$ cat src/rtl/id_ex_stage_pkg.sv
// Shared definitions for the ID/EX pipeline register: datapath widths,
// ALU op encodings and result-select codes.
package id_ex_stage_pkg;

    localparam int XLEN = 32;
    localparam int RFAW = 5;

    typedef enum logic [2:0] {
        ALU_ADD = 3'b000,
        ALU_SUB = 3'b001,
        ALU_AND = 3'b010,
        ALU_OR  = 3'b011,
        ALU_XOR = 3'b100,
        ALU_SLT = 3'b101,
        ALU_SLL = 3'b110,
        ALU_SRL = 3'b111
    } alu_op_e;

    localparam logic [1:0] RESULTSRC_ALU  = 2'b00;
    localparam logic [1:0] RESULTSRC_LOAD = 2'b01;
    localparam logic [1:0] RESULTSRC_PC4  = 2'b10;

endpackage

$ cat src/rtl/id_ex_stage_fwd_mux.sv
// Operand bypass for one E-stage source register: MEM result first, then WB
// result, else the value read from the register file. x0 is never bypassed.
module fwd_mux #(
    parameter int XLEN = 32,
    parameter int RFAW = 5
) (
    input  logic [RFAW-1:0] rs,
    input  logic [XLEN-1:0] regval,
    input  logic [RFAW-1:0] rd_m,
    input  logic            regwrite_m,
    input  logic [XLEN-1:0] aluresult_m,
    input  logic [RFAW-1:0] rd_w,
    input  logic            regwrite_w,
    input  logic [XLEN-1:0] result_w,
    output logic [XLEN-1:0] fwd_val
);

    logic hit_m_s;
    logic hit_w_s;

    assign hit_m_s = regwrite_m && (rd_m == rs) && (rd_m != {RFAW{1'b0}});
    assign hit_w_s = regwrite_w && (rd_w == rs) && (rd_w != {RFAW{1'b0}});

    // Priority select: the younger MEM result shadows the older WB result
    always_comb begin
        fwd_val = regval;
        if (hit_m_s) begin
            fwd_val = aluresult_m;
        end else if (hit_w_s) begin
            fwd_val = result_w;
        end else begin
            fwd_val = regval;
        end
    end

endmodule

$ cat src/rtl/id_ex_stage.sv
// ID/EX pipeline register with MEM/WB operand forwarding and load-use
// hazard detection, feeding the ALU directly.
module id_ex_stage
    import id_ex_stage_pkg::*;
#(
    parameter int XLEN = id_ex_stage_pkg::XLEN,
    parameter int RFAW = id_ex_stage_pkg::RFAW
) (
    input  logic            clk,
    input  logic            reset_n,
    input  logic            stall_e,
    input  logic            flush_e,
    input  logic            valid_d,
    input  logic [XLEN-1:0] rd1_d,
    input  logic [XLEN-1:0] rd2_d,
    input  logic [XLEN-1:0] imm_d,
    input  logic [XLEN-1:0] pc_d,
    input  logic [XLEN-1:0] pcplus4_d,
    input  logic [RFAW-1:0] rs1_d,
    input  logic [RFAW-1:0] rs2_d,
    input  logic [RFAW-1:0] rd_d,
    input  logic [2:0]      alucontrol_d,
    input  logic            alusrc_d,
    input  logic            regwrite_d,
    input  logic            memwrite_d,
    input  logic            branch_d,
    input  logic            jump_d,
    input  logic [1:0]      resultsrc_d,
    input  logic [RFAW-1:0] rd_m,
    input  logic            regwrite_m,
    input  logic [XLEN-1:0] aluresult_m,
    input  logic [RFAW-1:0] rd_w,
    input  logic            regwrite_w,
    input  logic [XLEN-1:0] result_w,
    output logic [XLEN-1:0] alu_a,
    output logic [XLEN-1:0] alu_b,
    output logic [2:0]      alucontrol_e,
    output logic [XLEN-1:0] writedata_e,
    output logic [XLEN-1:0] pc_e,
    output logic [XLEN-1:0] pcplus4_e,
    output logic [XLEN-1:0] imm_e,
    output logic [RFAW-1:0] rd_e,
    output logic            valid_e,
    output logic            regwrite_e,
    output logic            memwrite_e,
    output logic            branch_e,
    output logic            jump_e,
    output logic [1:0]      resultsrc_e,
    output logic            loaduse_stall
);

    typedef struct packed {
        logic            valid;
        logic            regwrite;
        logic            memwrite;
        logic            branch;
        logic            jump;
        logic [1:0]      resultsrc;
        logic            alusrc;
        logic [2:0]      alucontrol;
        logic [XLEN-1:0] rd1;
        logic [XLEN-1:0] rd2;
        logic [XLEN-1:0] imm;
        logic [XLEN-1:0] pc;
        logic [XLEN-1:0] pcplus4;
        logic [RFAW-1:0] rs1;
        logic [RFAW-1:0] rs2;
        logic [RFAW-1:0] rd;
    } ex_slot_t;

    ex_slot_t        ex_q;
    ex_slot_t        ex_d;
    logic [XLEN-1:0] fwd_a_s;
    logic [XLEN-1:0] fwd_b_s;

    // Next E-slot contents: flush beats stall, stall beats capture
    always_comb begin
        ex_d = ex_q;
        if (flush_e) begin
            ex_d = '0;
        end else if (stall_e) begin
            ex_d = ex_q;
        end else begin
            // An empty D slot enters E as a bubble whose controls cannot fire
            ex_d.valid      = valid_d;
            ex_d.regwrite   = valid_d & regwrite_d;
            ex_d.memwrite   = valid_d & memwrite_d;
            ex_d.branch     = valid_d & branch_d;
            ex_d.jump       = valid_d & jump_d;
            ex_d.resultsrc  = valid_d ? resultsrc_d : RESULTSRC_ALU;
            ex_d.alusrc     = alusrc_d;
            ex_d.alucontrol = alucontrol_d;
            ex_d.rd1        = rd1_d;
            ex_d.rd2        = rd2_d;
            ex_d.imm        = imm_d;
            ex_d.pc         = pc_d;
            ex_d.pcplus4    = pcplus4_d;
            ex_d.rs1        = rs1_d;
            ex_d.rs2        = rs2_d;
            ex_d.rd         = rd_d;
        end
    end

    // E-slot storage; reset empties the slot immediately
    always_ff @(posedge clk or negedge reset_n) begin
        if (!reset_n) begin
            ex_q <= '0;
        end else begin
            ex_q <= ex_d;
        end
    end

    fwd_mux #(.XLEN(XLEN), .RFAW(RFAW)) u_fwd_a (
        .rs          (ex_q.rs1),
        .regval      (ex_q.rd1),
        .rd_m        (rd_m),
        .regwrite_m  (regwrite_m),
        .aluresult_m (aluresult_m),
        .rd_w        (rd_w),
        .regwrite_w  (regwrite_w),
        .result_w    (result_w),
        .fwd_val     (fwd_a_s)
    );

    fwd_mux #(.XLEN(XLEN), .RFAW(RFAW)) u_fwd_b (
        .rs          (ex_q.rs2),
        .regval      (ex_q.rd2),
        .rd_m        (rd_m),
        .regwrite_m  (regwrite_m),
        .aluresult_m (aluresult_m),
        .rd_w        (rd_w),
        .regwrite_w  (regwrite_w),
        .result_w    (result_w),
        .fwd_val     (fwd_b_s)
    );

    assign alu_a        = fwd_a_s;
    assign writedata_e  = fwd_b_s;
    assign alu_b        = ex_q.alusrc ? ex_q.imm : fwd_b_s;
    assign alucontrol_e = ex_q.alucontrol;
    assign pc_e         = ex_q.pc;
    assign pcplus4_e    = ex_q.pcplus4;
    assign imm_e        = ex_q.imm;
    assign rd_e         = ex_q.rd;
    assign valid_e      = ex_q.valid;
    assign regwrite_e   = ex_q.regwrite;
    assign memwrite_e   = ex_q.memwrite;
    assign branch_e     = ex_q.branch;
    assign jump_e       = ex_q.jump;
    assign resultsrc_e  = ex_q.resultsrc;

    // A load in E cannot supply its data to the instruction now in D
    assign loaduse_stall = ex_q.valid && (ex_q.resultsrc == RESULTSRC_LOAD) &&
                           (ex_q.rd != {RFAW{1'b0}}) && valid_d &&
                           ((ex_q.rd == rs1_d) || (ex_q.rd == rs2_d));

endmodule

$ cat config.mk
export PLATFORM = sky130hd
export DESIGN_NAME = id_ex_stage
export DESIGN_NICKNAME = d
export VERILOG_FILES = /design/src/rtl/id_ex_stage_pkg.sv /design/src/rtl/id_ex_stage_fwd_mux.sv /design/src/rtl/id_ex_stage.sv
export SDC_FILE = /design/constraint.sdc
export NUM_CORES = 1
export LEC_CHECK = 0
export BUFFER_PORTS_ARGS = -buffer_cell sky130_fd_sc_hd__buf_2
export CAP_MARGIN = 30
export CELL_PAD_IN_SITES_DETAIL_PLACEMENT = 1
export CELL_PAD_IN_SITES_GLOBAL_PLACEMENT = 2
export CORE_MARGIN = 4
export CORE_UTILIZATION = 28
export DETAILED_ROUTE_END_ITERATION = 8
export PLACE_DENSITY = 0.92
export SKIP_CTS_REPAIR_TIMING = 1
export SYNTH_ARGS = -nofsm -noshare
export SYNTH_HDL_FRONTEND = slang
export SYNTH_HIERARCHICAL = 1
export SYNTH_SLANG_ARGS = --single-unit
$ cat constraint.sdc
create_clock -name clk -period 2.6 [get_ports clk]
set_input_delay 0.52 -clock clk [delete_from_list [all_inputs] [get_ports clk]]
set_output_delay 0.52 -clock clk [all_outputs]
set_load 0.01 [all_outputs]
After elaboration in Yosys (flattened, before gate mapping):

Cells that the tools add are included.

* flip-flop bits (word level): 186
* logic and storage cells: 52
* bits in read-only memories: 0
* memory bits (writable): 0
* output and inout port bits: 208
* input port bits: 266
* latch bits: 0
* memories: 0

* $add $sub $neg: 0
* bitwise logic cells: 4
* eq/ne operators: 8
* shifts and indexed selects: 0
* multipliers: 0
* $lt $le $gt $ge: 0
* reduce and logical (&&, ||, !) cells: 16
* multiplexer cells: 8
* div/mod/pow operators: 0

Operators with widths (number)
* two-way mux 186 bit: 2
* two-way mux 32 bit: 5
* == test 5 bit: 6
* nonzero test 5 bit: 3
* logical AND 1 bit: 12
* bitwise AND 1 bit: 4
* == test 2 x 1 -> 1 bit (second input constant): 1
* two-way mux 2 bit: 1
* != test 2 x 1 -> 1 bit (second input constant): 1
* logical OR 1 bit: 1

Longest topological paths before layout:

* word-level depth: 6
* gate-level depth with buffers: 7
* gate-level depth less buffers: 5

Cells and area by module:

Netlist, hierarchy kept.

By module, submodules not included
* id_ex_stage: cells each 774, instances 1, area each 8861.0 um2
* fwd_mux: cells each 185, instances 2, area each 1153.6 um2

Worst setup path after synthesis:

OpenSTA, ideal clock, no wires.

* path kind: input to output
* start point: input port rd_w[0]
* end point: output port alu_b[10]
* path slack: 0.073 ns
* stages on the path: 6
* arrival: 2.007 ns
* required time: 2.080 ns
* path buffers: 1
* cell sequence: nor4_1 -> o21a_1 -> clkbuf_1 -> o31ai_1 -> a31oi_1 -> mux2_2

* cells in the longest elaborated chain, start to end: 6
* elaborated cells between the ends (all ways): 7

RTL lines
* from (decl): line id_ex_stage.sv:32 `input logic [RFAW-1:0] rd_w,`
* == test 5 bit: line id_ex_stage_fwd_mux.sv:22 `assign hit_w_s = regwrite_w && (rd_w == rs) && (rd_w != {RFAW{1'b0}});`
* logical AND 1 bit: line id_ex_stage_fwd_mux.sv:22
* logical AND 1 bit *: line id_ex_stage_fwd_mux.sv:22
* two-way mux 32 bit *: line id_ex_stage_fwd_mux.sv:29 `end else if (hit_w_s) begin`
* two-way mux 32 bit *: line id_ex_stage_fwd_mux.sv:27 `if (hit_m_s) begin`
* net writedata_e[10]: line id_ex_stage.sv:38 `output logic [XLEN-1:0] writedata_e,`
* two-way mux 32 bit *: line id_ex_stage.sv:139 `assign alu_b = ex_q.alusrc ? ex_q.imm : fwd_b_s;`
* to (decl): line id_ex_stage.sv:36 `output logic [XLEN-1:0] alu_b,`

The timed path passes the listed nets; every way through them passes the cells marked *.

Worst setup path after layout:

* start point: register ex_q[8] (netlist name)
* end point: output port alu_b[29]

* cells in the longest elaborated chain, start to end: 6
* elaborated cells between the ends (all ways): 9

RTL lines
* from (decl): line id_ex_stage.sv:71 `ex_slot_t ex_q;`
* from (signal assigned): line id_ex_stage.sv:107 `ex_q <= '0;`
* from (signal assigned): line id_ex_stage.sv:109 `ex_q <= ex_d;`
* == test 5 bit: line id_ex_stage_fwd_mux.sv:22
* logical AND 1 bit (2 in a row): line id_ex_stage_fwd_mux.sv:22
* two-way mux 32 bit: line id_ex_stage_fwd_mux.sv:29
* two-way mux 32 bit *: line id_ex_stage_fwd_mux.sv:27
* two-way mux 32 bit *: line id_ex_stage.sv:139

Mark *: on every way between the ends. The rest lies on a longest branch, timed or not.

==> flow_summary.toml <==
[clock_network]
clkLatencyLatePin_ps = 450
cts.sinks = 186
cts_inserted_buffers = 17
clk_pin_slew_ps = 80
clock_path_buffers = 2
cts-root-buf = "clkbuf_16"
cts_tree = "done"
htreeDepth = 4

[logic_synthesis]
yosysUniqueCellTypes = 29
yosysTopAreaCell = "dfrtp_1"
synth_cells = 1144
yosysWarnings = 6
post_synth.cell_area_avg_um2 = 9.76
synth.area.top_cells = "dfrtp_1 (42%), mux2i_1 (16%), buf_4 (7.7%)"
ys_seq_area_share_pct = 41.7
syn_area_um2 = 11200
ys_ff_latch = 186
synth_top_cell_area_share_pct = 41.7
synth_nets = 1410

[cells_and_area]
seq_area_um2 = 4660
drive_above_1_share_pct = 50.6
most-common-layout-cells = "buf_2 (447), nor2_1 (195), dfrtp_1 (182)"
areaGrowthSynthToFinish_pct = 44.2
multiInputGateArea_um2 = 6210
fillers = 4443
final_nets = 1799
final_common_cell = "buf_2"

[timing]
setup_viol = 96
finClkSkew_ps = 0
fmax_mhz = 306
finalCriticalPeriod_ps = 3270
finalSetupTns_ps = -42850
slew_headroom_pct = 47.2
rsz0062_at_grt = "true"
setup_ws_ps = -671
period_share_pct = 126
hold_viol = 0
drv_slew = 0
tightest_slew_ps = 792

[detailed_routing]
vias = 11000
drt_pass1_iterations = 5
avgRoutedWirePerCell_um = 25.2
finalWirelength_mm = 52.2
antenna_left = 0
drt-initial-drc-count = 676
drc = 0
viasPerCell = 5.27

[outcome]
status = "complete, but fails checks"
violations = "negative setup slack"

[power]
clock_power_share_pct = 34.3
powerDensity_nw_per_um2 = 509
ir_drop_v = 0.000474
p_seq_share_pct = 38.8
combPwrFrac_pct = 26.9
intPower_mw = 5.45
p_leak_nw = 7.80
swShare_pct = 33.4
p_sw_mw = 2.74

[die]
io_pins = 474
die_x_um = 208
initial_core_util_pct = 28.6
die_area_um2 = 43100
num_rows = 72
core-area_um2 = 39000
die_h_um = 208

[worst_hold_path]
hold_path_class = "primary input to asynchronous set/reset pin"

[worst_setup_path]
cpMaxStageDelayCell = "or4_4"
path_class = "flip-flop to output pin"
critPathBufInv = 3
worstReg2RegStart = "ex_q[178]$_DFFE_PN0P_"
ff2ff_setup_slack_ps = 1540
r2r-end = "ex_q[178]$_DFFE_PN0P_"
crit_path_end_kind = "output pin"
required_ps = 2080
startpoint = "ex_q[8]$_DFFE_PN0P_"
cp.arrival_ps = 2750
path_cells = "or4_4 > a21oi_4 > or3_4 > buf_12 > clkbuf_16 > a31oi_1 > mux2_2 > buf_2"
crit_fanout = 7
start_kind = "flip-flop"
critical_path.top_delay_family = "simple AND/OR/NAND/NOR gates"
cp_slowest_stage_delay_ps = 510
reg2reg_depth = 3

[global_routing]
grt_pass1_vias = 11200
grt_pass1_wl_mm = 72.5
grt-ovfl-total = 0
grt_max_degree = 58
antenna_found_initial = 20
grtUsageTotal_pct = 21.7

[placement]
gp_congestion = 0.903
dp_worst_setup_slack_ps = -417
dpl.hpwl_mm = 37.1
numPortBuffers = 473

[job]
drv_cap = 0
[cells in the mapped netlist]
library cell	count
nor2_1	195
dfrtp_1	186
mux2i_1	180
buf_4	114
clkbuf_1	67
nor4_1	66
a31oi_1	64
nand4_1	64
o31ai_1	64
mux2_2	32
xnor2_1	20
buf_2	18
buf_6	18
nand2_1	12
a21oi_1	6
nand3_1	6
xor2_1	6
and2_1	4
buf_1	3
nor3_1	3
a21oi_4	2
and3_1	2
o21a_1	2
o21ai_1	2
or2_2	2
or3_1	2
or4_4	2
a221oi_2	1
nand4b_1	1
[worst max-delay path by stage]
stage,to,slack (ps),cells past startpoint
finish,alu_b[29],-670,8
global route,alu_b[29],-770,8
CTS,alu_b[30],-860,8
detailed placement,alu_b[27],-420,9
global placement,alu_b[27],-410,9
floorplan,alu_b[10],70,6
[area by class of cell]
class,instances,share of cell area (%)
clock inverters,14,1.10
repair buffers,590,24.5
flip-flops and latches,186,28.9
clock buffers,18,2.66
well taps,518,4.02
multi-input cells,738,38.5
diodes,13,0.202
[flip-flops by register name, summed over array words and instances (netlist names)]
signal,flops
alucontrol_e,3
resultsrc_e,2
pc_e,32
rd_e,5
pcplus4_e,32
jump_e,1
branch_e,1
ex_q,75
imm_e,32
memwrite_e,1
regwrite_e,1
valid_e,1
[per-layer routing]
metal	vias up	track usage, %	routed length (um)
met2	479	36.1	26000
met4	10	7.29	1350
met5	-	0	73
met3	75	5.14	3470
met1	5553	27.8	21400
li1	4837	-	-
[per-stage QoR]
step           total power [mW]  area (um2)  util, %  hold slack, ps  cells
3_5_place_dp               5.15       13900     35.7             509   2014
4_1_cts                    8.00       14500     37.2            26.5   2046
3_3_place_gp               5.09       13900     35.7             498   2014
5_1_grt                    8.56       16100     41.3            43.2   2073
6_report                   8.19       16100     41.3            33.2   2077
2_1_floorplan              4.23       11200        -             224   1144
[power groups by stage]
stage          Combinational, mW  Sequential (mW)  Clock (mW)
2_1_floorplan               1.04             3.19           0
3_3_place_gp                1.87             3.22           0
3_5_place_dp                1.92             3.23           0
4_1_cts                     1.93             3.17        2.90
5_1_grt                     2.34             3.20        3.02
6_report                    2.20             3.18        2.81
[cell families (layout without fill, tap and decap cells)]
family	after synthesis	count (layout)	synth area share, %
simple gates	359	359	15.5
xor+xnor	26	26	2.04
flops	186	186	41.7
buf+inv	220	622	12.6
compound gates	141	141	8.81
other cells	0	13	0
mux	212	212	19.4
Note: power is estimated with default switching activity, not from simulation.
